File: config.mk
export PLATFORM = sky130hd
export DESIGN_NAME = alu_arbiter
export DESIGN_NICKNAME = d
export VERILOG_FILES = /design/src/rtl/alu_defs_pkg.sv /design/src/rtl/alu_arbiter_rr.sv /design/src/rtl/alu_arbiter.sv
export SDC_FILE = /design/constraint.sdc
export NUM_CORES = 1
export LEC_CHECK = 0
export BUFFER_PORTS_ARGS = -buffer_cell sky130_fd_sc_hd__buf_2
export CORE_ASPECT_RATIO = 2
export CORE_MARGIN = 1.5
export CORE_UTILIZATION = 45
export DETAILED_ROUTE_END_ITERATION = 8
export HOLD_SLACK_MARGIN = 0.12
export PLACE_DENSITY = 0.82
export SYNTH_ARGS = -nofsm -noshare
export SYNTH_HDL_FRONTEND = slang
export SYNTH_SLANG_ARGS = --single-unit
File: constraint.sdc
create_clock -name clk -period 1.6 [get_ports clk]
set_input_delay 0.24 -clock clk [delete_from_list [all_inputs] [get_ports clk]]
set_output_delay 0.24 -clock clk [all_outputs]
set_load 0.01 [all_outputs]
File: src/rtl/alu_defs_pkg.sv
// Shared constants for the ALU arbiter: widths, FSM state encoding and ALU opcodes.
package alu_defs;
  localparam int DATA_W = 8;
  localparam int OP_W   = 4;

  typedef enum logic [1:0] {
    ST_IDLE = 2'd0,
    ST_EXEC = 2'd1,
    ST_RESP = 2'd2
  } state_t;

  localparam logic [3:0] OP_ADD = 4'h0;
  localparam logic [3:0] OP_SUB = 4'h1;
  localparam logic [3:0] OP_AND = 4'h2;
  localparam logic [3:0] OP_OR  = 4'h3;
  localparam logic [3:0] OP_XOR = 4'h4;
  localparam logic [3:0] OP_NOT = 4'h5;
  localparam logic [3:0] OP_SHL = 4'h6;
  localparam logic [3:0] OP_SHR = 4'h7;
endpackage

File: src/rtl/alu_arbiter_rr.sv
// Two-input round-robin grant, purely combinational; one-hot or zero output.
// With both requesting, the grant goes to whichever requester did not win last.
module rr_arbiter2 (
  input  logic [1:0] i_req_valid,
  input  logic       i_last_grant,
  output logic [1:0] o_grant
);
  always_comb begin
    o_grant = 2'b00;
    case (i_req_valid)
      2'b01:   o_grant = 2'b01;
      2'b10:   o_grant = 2'b10;
      2'b11:   o_grant = i_last_grant ? 2'b01 : 2'b10;
      default: o_grant = 2'b00;
    endcase
  end
endmodule

File: src/rtl/alu_arbiter.sv
// Shares one external combinational ALU between two valid/ready requesters.
// Accept -> EXEC (ALU settles) -> RESP held until rsp_ready; one operation in flight.
module alu_arbiter #(
  parameter int DATA_W = alu_defs::DATA_W,
  parameter int OP_W   = alu_defs::OP_W,
  parameter int CNT_W  = 16
) (
  input  logic                clk,
  input  logic                rst_n,
  input  logic [1:0]          req_valid,
  output logic [1:0]          req_ready,
  input  logic [2*DATA_W-1:0] req_a,
  input  logic [2*DATA_W-1:0] req_b,
  input  logic [2*OP_W-1:0]   req_opcode,
  output logic [DATA_W-1:0]   alu_a,
  output logic [DATA_W-1:0]   alu_b,
  output logic [OP_W-1:0]     alu_opcode,
  input  logic [DATA_W-1:0]   alu_resultado,
  input  logic                alu_zero,
  output logic                rsp_valid,
  input  logic                rsp_ready,
  output logic                rsp_id,
  output logic [DATA_W-1:0]   rsp_resultado,
  output logic                rsp_zero,
  output logic                busy,
  output logic [CNT_W-1:0]    op_count
);
  import alu_defs::*;

  state_t              r_state;
  logic                r_last_grant;
  logic                r_gnt_id;
  logic [DATA_W-1:0]   r_alu_a;
  logic [DATA_W-1:0]   r_alu_b;
  logic [OP_W-1:0]     r_alu_opcode;
  logic                r_rsp_valid;
  logic                r_rsp_id;
  logic [DATA_W-1:0]   r_rsp_resultado;
  logic                r_rsp_zero;
  logic [CNT_W-1:0]    r_op_count;

  logic [1:0]          w_grant;
  logic                w_gnt_id;
  logic                w_accept;

  rr_arbiter2 u_rr (
    .i_req_valid  (req_valid),
    .i_last_grant (r_last_grant),
    .o_grant      (w_grant)
  );

  assign w_gnt_id  = w_grant[1];
  // Gated by rst_n so no requester can see a handshake while reset is held.
  assign req_ready = (rst_n && (r_state == ST_IDLE)) ? w_grant : 2'b00;
  assign w_accept  = |(req_valid & req_ready);

  always_ff @(posedge clk or negedge rst_n) begin
    if (!rst_n) begin
      r_state         <= ST_IDLE;
      r_last_grant    <= 1'b1;
      r_gnt_id        <= 1'b0;
      r_alu_a         <= '0;
      r_alu_b         <= '0;
      r_alu_opcode    <= '0;
      r_rsp_valid     <= 1'b0;
      r_rsp_id        <= 1'b0;
      r_rsp_resultado <= '0;
      r_rsp_zero      <= 1'b0;
      r_op_count      <= '0;
    end else begin
      case (r_state)
        ST_IDLE: begin
          if (w_accept) begin
            r_alu_a      <= w_gnt_id ? req_a[2*DATA_W-1:DATA_W]  : req_a[DATA_W-1:0];
            r_alu_b      <= w_gnt_id ? req_b[2*DATA_W-1:DATA_W]  : req_b[DATA_W-1:0];
            r_alu_opcode <= w_gnt_id ? req_opcode[2*OP_W-1:OP_W] : req_opcode[OP_W-1:0];
            r_gnt_id     <= w_gnt_id;
            r_state      <= ST_EXEC;
          end
        end
        ST_EXEC: begin
          r_rsp_resultado <= alu_resultado;
          r_rsp_zero      <= alu_zero;
          r_rsp_id        <= r_gnt_id;
          r_rsp_valid     <= 1'b1;
          r_state         <= ST_RESP;
        end
        ST_RESP: begin
          if (rsp_ready) begin
            r_rsp_valid  <= 1'b0;
            r_last_grant <= r_rsp_id;
            r_op_count   <= r_op_count + {{(CNT_W-1){1'b0}}, 1'b1};
            r_state      <= ST_IDLE;
          end
        end
        default: begin
          r_rsp_valid <= 1'b0;
          r_state     <= ST_IDLE;
        end
      endcase
    end
  end

  assign alu_a         = r_alu_a;
  assign alu_b         = r_alu_b;
  assign alu_opcode    = r_alu_opcode;
  assign rsp_valid     = r_rsp_valid;
  assign rsp_id        = r_rsp_id;
  assign rsp_resultado = r_rsp_resultado;
  assign rsp_zero      = r_rsp_zero;
  assign busy          = (r_state != ST_IDLE);
  assign op_count      = r_op_count;
endmodule

Yosys cells after proc, flatten, opt, wreduce, memory -nomap -nowiden:

Index checks and enable logic that the tools add are counted.

* add/sub/neg operators: 1
* div/mod/pow operators: 0
* mux-type cells: 11
* order comparisons: 0
* shift-type cells: 0
* eq/ne operators: 7
* multiply operators: 0
* bitwise operators: 2
* reductions and logical operators: 8

Operators with widths (number)
* 16-bit by 1-bit adder with 16-bit output (second input constant): 1
* 8-bit 2-to-1 mux: 2
* 2-bit case mux with 3 select lines: 2
* 2-bit 2-to-1 mux: 4
* 2-bit AND reduction: 4
* 2-bit equality test (second input constant): 3
* 2-bit by 1-bit equality test with 1-bit output (second input constant): 2
* 4-bit 2-to-1 mux: 1
* 2-bit != test (second input constant): 2
* 1-bit case mux with 3 select lines: 1
* 2-bit bitwise AND: 1
* 2-bit zero test: 1
* 2-bit nonzero test: 1
* 2-bit OR reduction: 1
* 1-bit logical AND: 1
* 1-bit 2-to-1 mux: 1
* 1-bit inverter: 1

* memory bits (writable): 0
* bits in latches: 0
* input bits: 54
* output and inout port bits: 50
* bits in read-only memories: 0
* logic and storage cells: 40
* register bits after elaboration: 51
* memories: 0

Depth between registers and ports, before layout:

Gate-level depths: netlist of run 1.

* word-level depth: 7
* depth in mapped cells: 5
* depth with buffers taken out: 4

Cells and area by module:

Synthesis of run 1 repeated with hierarchy kept, for this count alone.

* cell total of the unflattened synthesis: 192
* area, all modules: 2257.2 um^2

Modules (own cells, without submodules)
* alu_arbiter: instances 1, area each 2238.4 um^2, cells each 189, seq. area each 1277.5 um^2
* rr_arbiter2: instances 1, area each 18.8 um^2, cells each 3, seq. area each 0.0 um^2

Worst setup path before layout of run 1:

OpenSTA, ideal clock, no wires.

* path type: flip-flop to output port
* from: register r_state[1]
* to: output req_ready[1]
* arrival: 1194 ps
* data required time: 1360 ps
* path buffers: 1
* slack: 166 ps
* cell stages (with the launch flop): 5
* path through: dfrtp_1 nor3b_1 nand3_1 clkbuf_1 inv_1

* cells in the longest elaborated chain, start to end: 3

Ends and longest elaborated chain
* start: declaration: line alu_arbiter.sv:30 `state_t r_state;`
* start signal: assignment: line alu_arbiter.sv:59 `r_state <= ST_IDLE;`
* start signal: assignment: line alu_arbiter.sv:78 `r_state <= ST_EXEC;`
* start signal: assignment: line alu_arbiter.sv:86 `r_state <= ST_RESP;`
* 2-bit zero test: line alu_arbiter.sv:54 `assign req_ready = (rst_n && (r_state == ST_IDLE)) ? w_grant : 2'b00;`
* 1-bit logical AND: line alu_arbiter.sv:54
* 2-bit 2-to-1 mux: line alu_arbiter.sv:54
* end: declaration: line alu_arbiter.sv:11 `output logic [1:0] req_ready,`

No other way between the ends.

Worst setup path in the final report of run 1:

* from: register r_state[0]
* to: output req_ready[1]

The elaborated chain is that of the path after synthesis.

==> metrics.cfg, run 1 <==
[sta]
finalHoldViolCount=0
holdWs_ns=0.162
worstMarginPinSlew_ns=0.626
setup_viol=0
rsz0062_at_grt=true
slew_violations=0
fin_crit_sh_pct=96.9
fmax_ghz=0.645
fin_skew_ns=0.00820
relSlewSlack_pct=58.3
tns_ns=0
min_period_ns=1.55

[floorplan]
die_h_um=100
fp.dieW_um=51.6
initial_core_util_pct=46.7
dieArea_mm2=0.00517
boundaryPins=104
num_rows=35
coreArea_mm2=0.00455

[detailed_routing]
postRouteAntennaNets=0
dr.pass1.iters=4
vias=1793
drt_iter0_markers=18
drc_errors=0
wire_per_inst_um=13.9
drt-vias-per-instance=4.93
totalWireLength_mm=5.06

[clock_network]
cts_root_buf=clkbuf_8
insertion_delay_ns=0.30
clock_path_buffers=2
clkSlewWorstSetupHoldPaths_ns=0.09
cts_made_buffers=5
ctsHtreeMaxLevel=2
cts_sinks=51
cts_tree=built

[synthesis]
synth_seq_area_share_pct=60.1
synth_cell_type_count=28
ys_async_sr_fraction_pct=100
ys_seq_elements=51
avgSynthCellArea_um2=11.0
synth_nets=248
synth_edf_count=0
netlist_area_mm2=0.00213
synth_adder_area_share_pct=0.589
ys.flop_type=dfrtp_1
synth_compound_area_share_pct=6.89
syn_inst=193
synth_top_family_by_area=simple AND/OR/NAND/NOR gates
synth_xor_area_share_pct=6.18
yosys.area_share.simple_pct=18.1
muxShareOfSynthArea_pct=5.30
synth.yosys.warnings=0

[power_and_ir_drop]
vdd_drop_max_mv=1.13
power_density_mw_per_mm2=1530
p_leak_nw=1.49

[grt]
overflow=0
busiest_layer=met2
grt_first_pass_wirelength_mm=7.89
grt_pass1_vias=1758
grt_use_total_pct=20.3
antenna_found_initial=0
grt_use_met1_pct=21.2
grt_max_degree=52
grt_util_met3_pct=4.32
use_met2_pct=37.4

[critical_path]
ff2ff_path_depth=3
path_class=reg2out
end_kind=output port
cp_data_arrival_time_ns=1.31
cp_max_fo=4
startpoint_type=register
cp.required_ns=1.36

[cells_and_area]
fin_nets=363
final_common_cell=buf_2
drive_above_1_share_pct=46.6
n_antenna_cell=0
area_delta_synth_final_pct=37.0
layout_common_cells=buf_2 (102), dfrtp_1 (50), nor2_1 (45)

[job]
drv_cap=0

[min_path]
min_path_type=in2reg
hold_depth=3

[placement]
io_buffers=103
dp.final_hpwl_mm=3.82
gpl.final_weighted_congestion=0.736

[run_status]
status=complete, no violations

logic make-up (layout without fill, tap and decap cells):
kind of cell | after synthesis | in the layout
AO/OA/AOI/OAI | 23 | 23
buffers and inverters | 11 | 127
flip-flops | 51 | 51
adder cells (fa/ha/maj) | 1 | 1
XOR/XNOR | 15 | 15
AND/OR/NAND/NOR | 82 | 82
multiplexers | 10 | 10
sequential cells by signal, indices dropped and copies added (netlist names):
name           cells
r_state            2
rsp_zero           1
op_count          16
r_gnt_id           1
r_last_grant       1
alu_opcode         4
rsp_id             1
rsp_resultado      8
alu_b              8
rsp_valid          1
alu_a              8
cells in the mapped netlist (2+ instances only):
| master | instances | area [um2] |
|---|---|---|
| and3_1 | 3 | 18.8 |
| nor2_1 | 45 | 169 |
| nand4_1 | 4 | 25.0 |
| mux2_2 | 10 | 113 |
| inv_1 | 3 | 11.3 |
| nand2_1 | 12 | 45.0 |
| clkbuf_1 | 2 | 7.51 |
| buf_6 | 2 | 22.5 |
| o22ai_1 | 20 | 125 |
| xnor2_1 | 12 | 105 |
| nand3_1 | 7 | 35.0 |
| nor3b_1 | 2 | 15.0 |
| xor2_1 | 3 | 26.3 |
| or2_2 | 2 | 12.5 |
| buf_2 | 4 | 20.0 |
| dfrtp_1 | 50 | 1250 |
where the power goes:
part / total (mW) / internal (mW) / switching [mW]
logic: 1.51 / 0.740 / 0.774
clock network: 0.892 / 0.466 / 0.426
registers: 2.04 / 1.75 / 0.288
total: 4.44 / 2.96 / 1.49
metrics by stage:
stage	power, mW	util (%)	instance area, um2	cells	setup slack (ns)
after floorplan	2.83	-	2130	193	0.166
final	4.44	64.0	2910	364	0.0492
after global routing	4.72	64.0	2910	364	-0.0467
after global placement	3.50	60.2	2740	352	0.128
after detailed placement	3.57	60.2	2740	352	0.105
after CTS	4.47	63.0	2870	361	-0.00934
layout make-up:
class                      count  area [um2]
clock buffer                   5        68.8
clock inverter                 3        43.8
fill                         402        1640
tap                           55        68.8
sequential                    51        1280
inverter                       3        11.3
multi-input combinational    131         808
timing repair buffer         116         634
metal layers:
metal  up-vias  part of all wire [%]
met5         -                     0
met4         0                   2.6
met3        11                   4.3
met2        57                    58
met1       845                    35
li1        880                     -
final timing paths:
check                                               endpoint                startpoint  slack, ns
min in group asynchronous           op_count[14]$_DFFE_PN0P_                     rst_n       0.60
worst max-delay path                            req_ready[1]    r_state[0]$_DFFE_PN0P_       0.05
worst min register to register      op_count[15]$_DFFE_PN0P_  op_count[15]$_DFFE_PN0P_       0.47
worst max register to register  rsp_resultado[7]$_DFFE_PN0P_    r_state[1]$_DFFE_PN0P_       0.08
max in group asynchronous               alu_a[4]$_DFFE_PN0P_                     rst_n       0.58
worst min-delay path                    alu_b[5]$_DFFE_PN0P_                 req_b[13]       0.16
critical path: stages, from the launching register on:
cell and delay (ns):
dfrtp_1 0.40, nor3b_2 0.26, nand3_2 0.16, inv_1 0.07, buf_2 0.12
timing repair:
item / 4_1_cts / 5_1_grt
gates resized for setup: 1 / 6
pin swaps: 0 / 2
setup endpoints to repair: 2 / 3
setup buffers: 0 / 3
endpoints found under the hold margin: 50 / 0
hold buffers: 1 / 0
Power figures use the tool's default switching activity.
==> run 2: changes to the inputs <==
--- a/config.mk
+++ b/config.mk
@@ -6,9 +6,11 @@
 export NUM_CORES = 1
 export LEC_CHECK = 0
 export BUFFER_PORTS_ARGS = -buffer_cell sky130_fd_sc_hd__buf_2
+export CELL_PAD_IN_SITES_DETAIL_PLACEMENT = 1
+export CELL_PAD_IN_SITES_GLOBAL_PLACEMENT = 1
 export CORE_ASPECT_RATIO = 2
 export CORE_MARGIN = 1.5
-export CORE_UTILIZATION = 45
+export CORE_UTILIZATION = 33
 export DETAILED_ROUTE_END_ITERATION = 8
 export HOLD_SLACK_MARGIN = 0.12
 export PLACE_DENSITY = 0.82
==> metrics.cfg, run 2 (same netlist as run 1, synthesis figures left out) <==
[job]
drv_cap=0  ; unchanged

[floorplan]
initial_core_util_pct=34.0  ; was 46.7%
dieArea_mm2=0.00696  ; was 0.00517 mm2
num_rows=41  ; was 35
die_h_um=117  ; was 100 um
boundaryPins=104  ; unchanged
coreArea_mm2=0.00626  ; was 0.00455 mm2
fp.dieW_um=59.8  ; was 51.6 um

[detailed_routing]
route.met2.wl_mm=3.64  ; was 2.94 mm
drt-vias-per-instance=4.83  ; was 4.93
drt_iter0_markers=32  ; was 18
wl_met1_mm=2.03  ; was 1.77 mm
postRouteAntennaNets=0  ; unchanged
wl_met3_um=216  ; was 220 um
drc_errors=0  ; unchanged
dr.pass1.iters=3  ; was 4
totalWireLength_mm=6.09  ; was 5.06 mm
top_layer_used=met4  ; unchanged
wire_per_inst_um=15.4  ; was 13.9 um
vias=1903  ; was 1,793

[sta]
setup_viol=0  ; unchanged
worstMarginPinSlew_ns=0.646  ; was 0.626 ns
fmax_ghz=0.626  ; was 0.645 GHz
relSlewSlack_pct=56.9  ; was 58.3%
tns_ns=0  ; unchanged
min_period_ns=1.60  ; was 1.55 ns
fin_skew_ns=0.00582  ; was 0.00820 ns
holdWs_ns=0.0997  ; was 0.162 ns
fin_crit_sh_pct=99.9  ; was 96.9%
rsz0062_at_grt=true  ; unchanged
fin_ws_ns=0.00224  ; was 0.0492 ns
slew_violations=0  ; unchanged
finalHoldViolCount=0  ; unchanged

[placement]
pre_cts_slack_ns=-0.0913  ; was 0.105 ns
gpl.final_weighted_congestion=0.744  ; was 0.736
placed_area_mm2=0.00277  ; was 0.00274 mm2
dp.cells=383  ; was 352
dp.final_hpwl_mm=4.60  ; was 3.82 mm
io_buffers=103  ; unchanged

[cells_and_area]
n_antenna_cell=0  ; unchanged
finalInstanceArea_mm2=0.00302  ; was 0.00291 mm2
fin_util_pct=48.3  ; was 64.0%
fin_nets=362  ; was 363
largest_reg_flops=16  ; unchanged
area_delta_synth_final_pct=42.1  ; was 37.0%
drive_above_1_share_pct=48.1  ; was 46.6%
layout_common_cells=buf_2 (102), dfrtp_1 (49), nor2_1 (45)  ; was buf_2 (102), dfrtp_1 (50), nor2_1 (45)
n_fill_cell=747  ; was 402
final_common_cell=buf_2  ; unchanged
final_cells=394  ; was 364

[critical_path]
crit_family=flip-flops  ; was simple AND/OR/NAND/NOR gates
ff2ff_path_depth=6  ; was 3
cp_data_arrival_time_ns=1.36  ; was 1.31 ns
path_class=reg2out  ; unchanged
startpoint_type=register  ; unchanged
end_kind=output port  ; unchanged
crit_cells=4  ; unchanged
crit_slowest_cell=dfrtp_1  ; unchanged
cp_max_fo=4  ; unchanged
cp_cell_sequence=nor3b_4, nand3_2, inv_1, buf_2  ; was nor3b_2, nand3_2, inv_1, buf_2
cp.required_ns=1.36  ; about the same
slowest_delay_ns=0.44  ; was 0.40 ns
crit_buf_inv=2  ; unchanged

[grt]
grt_first_pass_wirelength_mm=9.59  ; was 7.89 mm
grt_max_degree=52  ; unchanged
grt_use_total_pct=18.5  ; was 20.3%
antenna_found_initial=0  ; unchanged
overflow=0  ; unchanged
grt_pass1_vias=2089  ; was 1,758

[power_and_ir_drop]
power_density_mw_per_mm2=1610  ; was 1530 mW/mm2
p_total_mw=4.86  ; was 4.44 mW
p_leak_nw=1.52  ; was 1.49 nW
vdd_drop_max_mv=0.915  ; was 1.13 mV

[clock_network]
cts_tree=built  ; unchanged
clkSlewWorstSetupHoldPaths_ns=0.07  ; was 0.09 ns
cts_root_buf=clkbuf_16  ; was clkbuf_8
insertion_delay_ns=0.29  ; was 0.30 ns
clock_path_buffers=2  ; unchanged
cts_made_buffers=5  ; unchanged
ctsHtreeMaxLevel=2  ; unchanged
cts_sinks=51  ; unchanged

[min_path]
min_path_type=in2async  ; was in2reg

[run_status]
status=complete, no violations  ; unchanged

==> run 2: cell type report <==
type / count / area (um2) / area share (%)
clock inverter: 2 / 35.0 / 1.16
tap: 86 / 108 / 3.56
timing repair buffer: 115 / 616 / 20.4
inverter: 3 / 11.3 / 0.373
clock buffer: 6 / 139 / 4.60
multi-input combinational: 131 / 835 / 27.6
sequential: 51 / 1280 / 42.3
==> run 2: worst reg2reg max path, cell delays in order, from the launching register on <==
cell	delay [ns]
dfrtp_1	0.44
nor3b_4	0.29
nand3_2	0.14
buf_4	0.16
buf_6	0.15
o22ai_1	0.18
nor2_1	0.06
==> run 2: timing repair <==
item	in CTS	in global routing
pin swaps	2	3
gates resized for setup	5	8
buffers inserted	2	1
setup endpoints to repair	23	26
hold buffers	0	0
==> run 2: power by group <==
group / internal, mW / total [mW] / switching, mW / leakage (nW)
logic: 0.749 / 1.56 / 0.808 / 0.826
clock network: 0.778 / 1.24 / 0.464 / 0.0868
registers: 1.75 / 2.06 / 0.308 / 0.609
==> run 2: path summary, 6_finish.rpt <==
kind	start	to	slack, ns
max	r_state[1]$_DFFE_PN0P_	req_ready[1]	0.002
min	rst_n	op_count[15]$_DFFE_PN0P_	0.1
max reg2reg	r_state[1]$_DFFE_PN0P_	alu_b[2]$_DFFE_PN0P_	0.06
min reg2reg	op_count[15]$_DFFE_PN0P_	op_count[15]$_DFFE_PN0P_	0.47
max in group asynchronous	rst_n	r_state[0]$_DFFE_PN0P_	1.03
min in group clk	req_a[8]	alu_a[0]$_DFFE_PN0P_	0.18
==> run 2: routing by layer <==
| metal | up-vias | track usage [%] |
|---|---|---|
| li1 | 879 | - |
| met1 | 953 | 17.8 |
| met2 | 57 | 35.1 |
| met3 | 14 | 3.77 |
| met4 | 0 | 9.48 |
| met5 | - | 0 |
==> run 3: changes to the inputs <==
--- a/config.mk
+++ b/config.mk
@@ -10,10 +10,11 @@
 export CELL_PAD_IN_SITES_GLOBAL_PLACEMENT = 1
 export CORE_ASPECT_RATIO = 2
 export CORE_MARGIN = 1.5
-export CORE_UTILIZATION = 33
+export CORE_UTILIZATION = 35
 export DETAILED_ROUTE_END_ITERATION = 8
 export HOLD_SLACK_MARGIN = 0.12
-export PLACE_DENSITY = 0.82
+export PLACE_DENSITY = 0.84
 export SYNTH_ARGS = -nofsm -noshare
 export SYNTH_HDL_FRONTEND = slang
+export SYNTH_HIERARCHICAL = 1
 export SYNTH_SLANG_ARGS = --single-unit
==> metrics.cfg, run 3 <==
[clock_network]
ctsHtreeMaxLevel=2  ; unchanged
cts_sinks=51  ; unchanged
cts_root_buf=clkbuf_16  ; unchanged
cts_made_buffers=5  ; unchanged
clkSlewWorstSetupHoldPaths_ns=0.06  ; was 0.07 ns
cts_tree=built  ; unchanged
clock_path_buffers=2  ; unchanged
insertion_delay_ns=0.29  ; about the same

[sta]
setup_viol=2  ; was 0
fmax_ghz=0.620  ; was 0.626 GHz
holdWs_ns=0.184  ; was 0.0997 ns
finalHoldViolCount=0  ; unchanged
fin_ws_ns=-0.0138  ; was 0.00224 ns
fin_crit_sh_pct=101  ; was 99.9%
min_period_ns=1.61  ; was 1.60 ns
rsz0062_at_grt=true  ; unchanged
tns_ns=-0.0222  ; was 0 ns
relSlewSlack_pct=58.7  ; was 56.9%
fin_skew_ns=0.00497  ; was 0.00582 ns
worstMarginPinSlew_ns=0.619  ; was 0.646 ns
slew_violations=0  ; unchanged

[synthesis]
yosysMostFrequentCell=dfrtp_1  ; unchanged
ys.flop_type=dfrtp_1  ; unchanged
synth_cell_type_count=31  ; was 28
synth_nets=247  ; was 248
ys_async_sr_fraction_pct=100  ; unchanged
synth_edf_count=0  ; unchanged
synth.yosys.warnings=6  ; was 0
yosysTopAreaCellShare_pct=55.4  ; was 58.9%
netlist_area_mm2=0.00226  ; was 0.00213 mm2
synth_top_area_cell=dfrtp_1  ; unchanged
synth.area.top_cells=dfrtp_1 (55%), mux2i_1 (8.9%), mux2_2 (5.5%), nand2_1 (5.3%), o21ai_0 (4.7%)  ; was dfrtp_1 (59%), nor2_1 (7.9%), o22ai_1 (5.9%), mux2_2 (5.3%), xnor2_1 (4.9%)
syn_inst=192  ; was 193
avgSynthCellArea_um2=11.8  ; was 11.0 um2
ys_top_cells_by_count=dfrtp_1 (50), nand2_1 (32), o21ai_0 (21)  ; was dfrtp_1 (50), nor2_1 (45), o22ai_1 (20)
synth_seq_area_share_pct=56.6  ; was 60.1%
ys_seq_elements=51  ; unchanged

[power_and_ir_drop]
power_density_mw_per_mm2=1490  ; was 1610 mW/mm2
p_leak_nw=1.75  ; was 1.52 nW
p_total_mw=4.85  ; was 4.86 mW
vdd_drop_max_mv=0.719  ; was 0.915 mV

[detailed_routing]
drc_errors=0  ; unchanged
vias=1879  ; was 1,903
drt_iter0_markers=51  ; was 32
drt-vias-per-instance=4.73  ; was 4.83
postRouteAntennaNets=0  ; unchanged
totalWireLength_mm=5.84  ; was 6.09 mm
wire_per_inst_um=14.7  ; was 15.4 um
dr.pass1.iters=4  ; was 3

[cells_and_area]
final_common_cell=buf_2  ; unchanged
fin_util_pct=51.9  ; was 48.3%
fin_nets=366  ; was 362
n_antenna_cell=0  ; unchanged
area_delta_synth_final_pct=44.0  ; was 42.1%
largest_reg_flops=16  ; unchanged
drive_above_1_share_pct=49.2  ; was 48.1%
layout_common_cells=buf_2 (102), dfrtp_1 (50), nand2_1 (29)  ; was buf_2 (102), dfrtp_1 (49), nor2_1 (45)
n_fill_cell=741  ; was 747

[floorplan]
initial_core_util_pct=36.1  ; was 34.0%
boundaryPins=104  ; unchanged
die_h_um=117  ; about the same
fp.dieW_um=59.8  ; about the same
num_rows=41  ; unchanged
dieArea_mm2=0.00697  ; was 0.00696 mm2
coreArea_mm2=0.00626  ; unchanged

[run_status]
violations=setup timing
status=complete, but fails checks  ; was complete, no violations

[grt]
overflow=0  ; unchanged
grt_first_pass_wirelength_mm=9.49  ; was 9.59 mm
grt_max_degree=50  ; was 52
antenna_found_initial=0  ; unchanged
grt_pass1_vias=2019  ; was 2,089
grt_use_total_pct=18.4  ; was 18.5%

[placement]
dp.final_hpwl_mm=4.46  ; was 4.60 mm
gpl.final_weighted_congestion=0.736  ; was 0.744
io_buffers=103  ; unchanged

[critical_path]
cp_data_arrival_time_ns=1.37  ; was 1.36 ns
path_class=reg2out  ; unchanged
cp.required_ns=1.36  ; about the same
startpoint_type=register  ; unchanged
end_kind=output port  ; unchanged
cp_max_fo=3  ; was 4

[min_path]
min_path_type=in2reg  ; was in2async

[job]
drv_cap=0  ; unchanged

[run 3: routing by layer]
metal	track usage (%)	part of all wire, %	vias up
met3	2.55	4.0	6
met4	8.00	2.0	0
met5	0	0	-
met2	36.4	62	55
met1	17.5	32	924
li1	-	-	894
[run 3: final timing paths]
check	start	to	slack, ns	depth (start not counted)
max	r_last_grant$_DFFE_PN1P_	req_ready[1]	-0.01	5
min	alu_resultado[0]	rsp_resultado[0]$_DFFE_PN0P_	0.18	2
max reg2reg	r_last_grant$_DFFE_PN1P_	r_gnt_id$_DFFE_PN0P_	-0.01	6
min reg2reg	alu_b[4]$_DFFE_PN0P_	alu_b[4]$_DFFE_PN0P_	0.48	2
max in group asynchronous	rst_n	alu_b[3]$_DFFE_PN0P_	0.43	3
min in group asynchronous	rst_n	r_state[0]$_DFFE_PN0P_	0.32	2
[run 3: area by class of cell]
| type | instances | area, um2 | share of cell area [%] |
|---|---|---|---|
| well taps | 86 | 108 | 3.31 |
| flip-flops and latches | 51 | 1280 | 39.3 |
| inverters | 3 | 11.3 | 0.347 |
| repair buffers | 120 | 729 | 22.4 |
| clock buffers | 6 | 139 | 4.27 |
| clock inverters | 1 | 5.00 | 0.154 |
| multi-input cells | 130 | 980 | 30.2 |
[run 3: cells by family after synthesis]
kind of cell / Yosys count / synth area share, %
and+or+nand+nor: 58 / 14.5
AOI/OAI and AO/OA: 25 / 6.04
xor gates and xnor gates: 15 / 5.82
DFF: 51 / 56.6
buffers and inverters: 11 / 2.11
adders and majority gates: 1 / 0.554
muxes: 31 / 14.4
[run 3: through the flow]
step / instances / setup WS [ns] / cell area [um2]
global route: 397 / -0.0650 / 3250
finish: 397 / -0.0138 / 3250
detailed placement: 383 / -0.00421 / 2960
CTS: 395 / -0.0399 / 3200
floorplan: 192 / 0.0553 / 2260
global placement: 383 / 0.0795 / 2960
[run 3: worst max-delay path, stage by stage (launching register included)]
cell and delay, ns:
dfstp_2 0.55, buf_6 0.11, a21boi_4 0.06, buf_12 0.12
and3_4 0.14, buf_6 0.11
[run 3: repair_timing]
action	4_1_cts	5_1_grt
gates cloned	2	0
hold buffers	1	0
pin swaps	4	4
buffers inserted	2	2
endpoints found under the hold margin	2	0
setup endpoints to repair	5	23
resized for setup	2	24
[run 3: power breakdown]
group	switching (mW)	leakage, nW	internal, mW	total, mW
Sequential	0.294	0.646	1.75	2.04
Clock	0.442	0.0727	0.611	1.05
Combinational	0.865	1.03	0.885	1.75
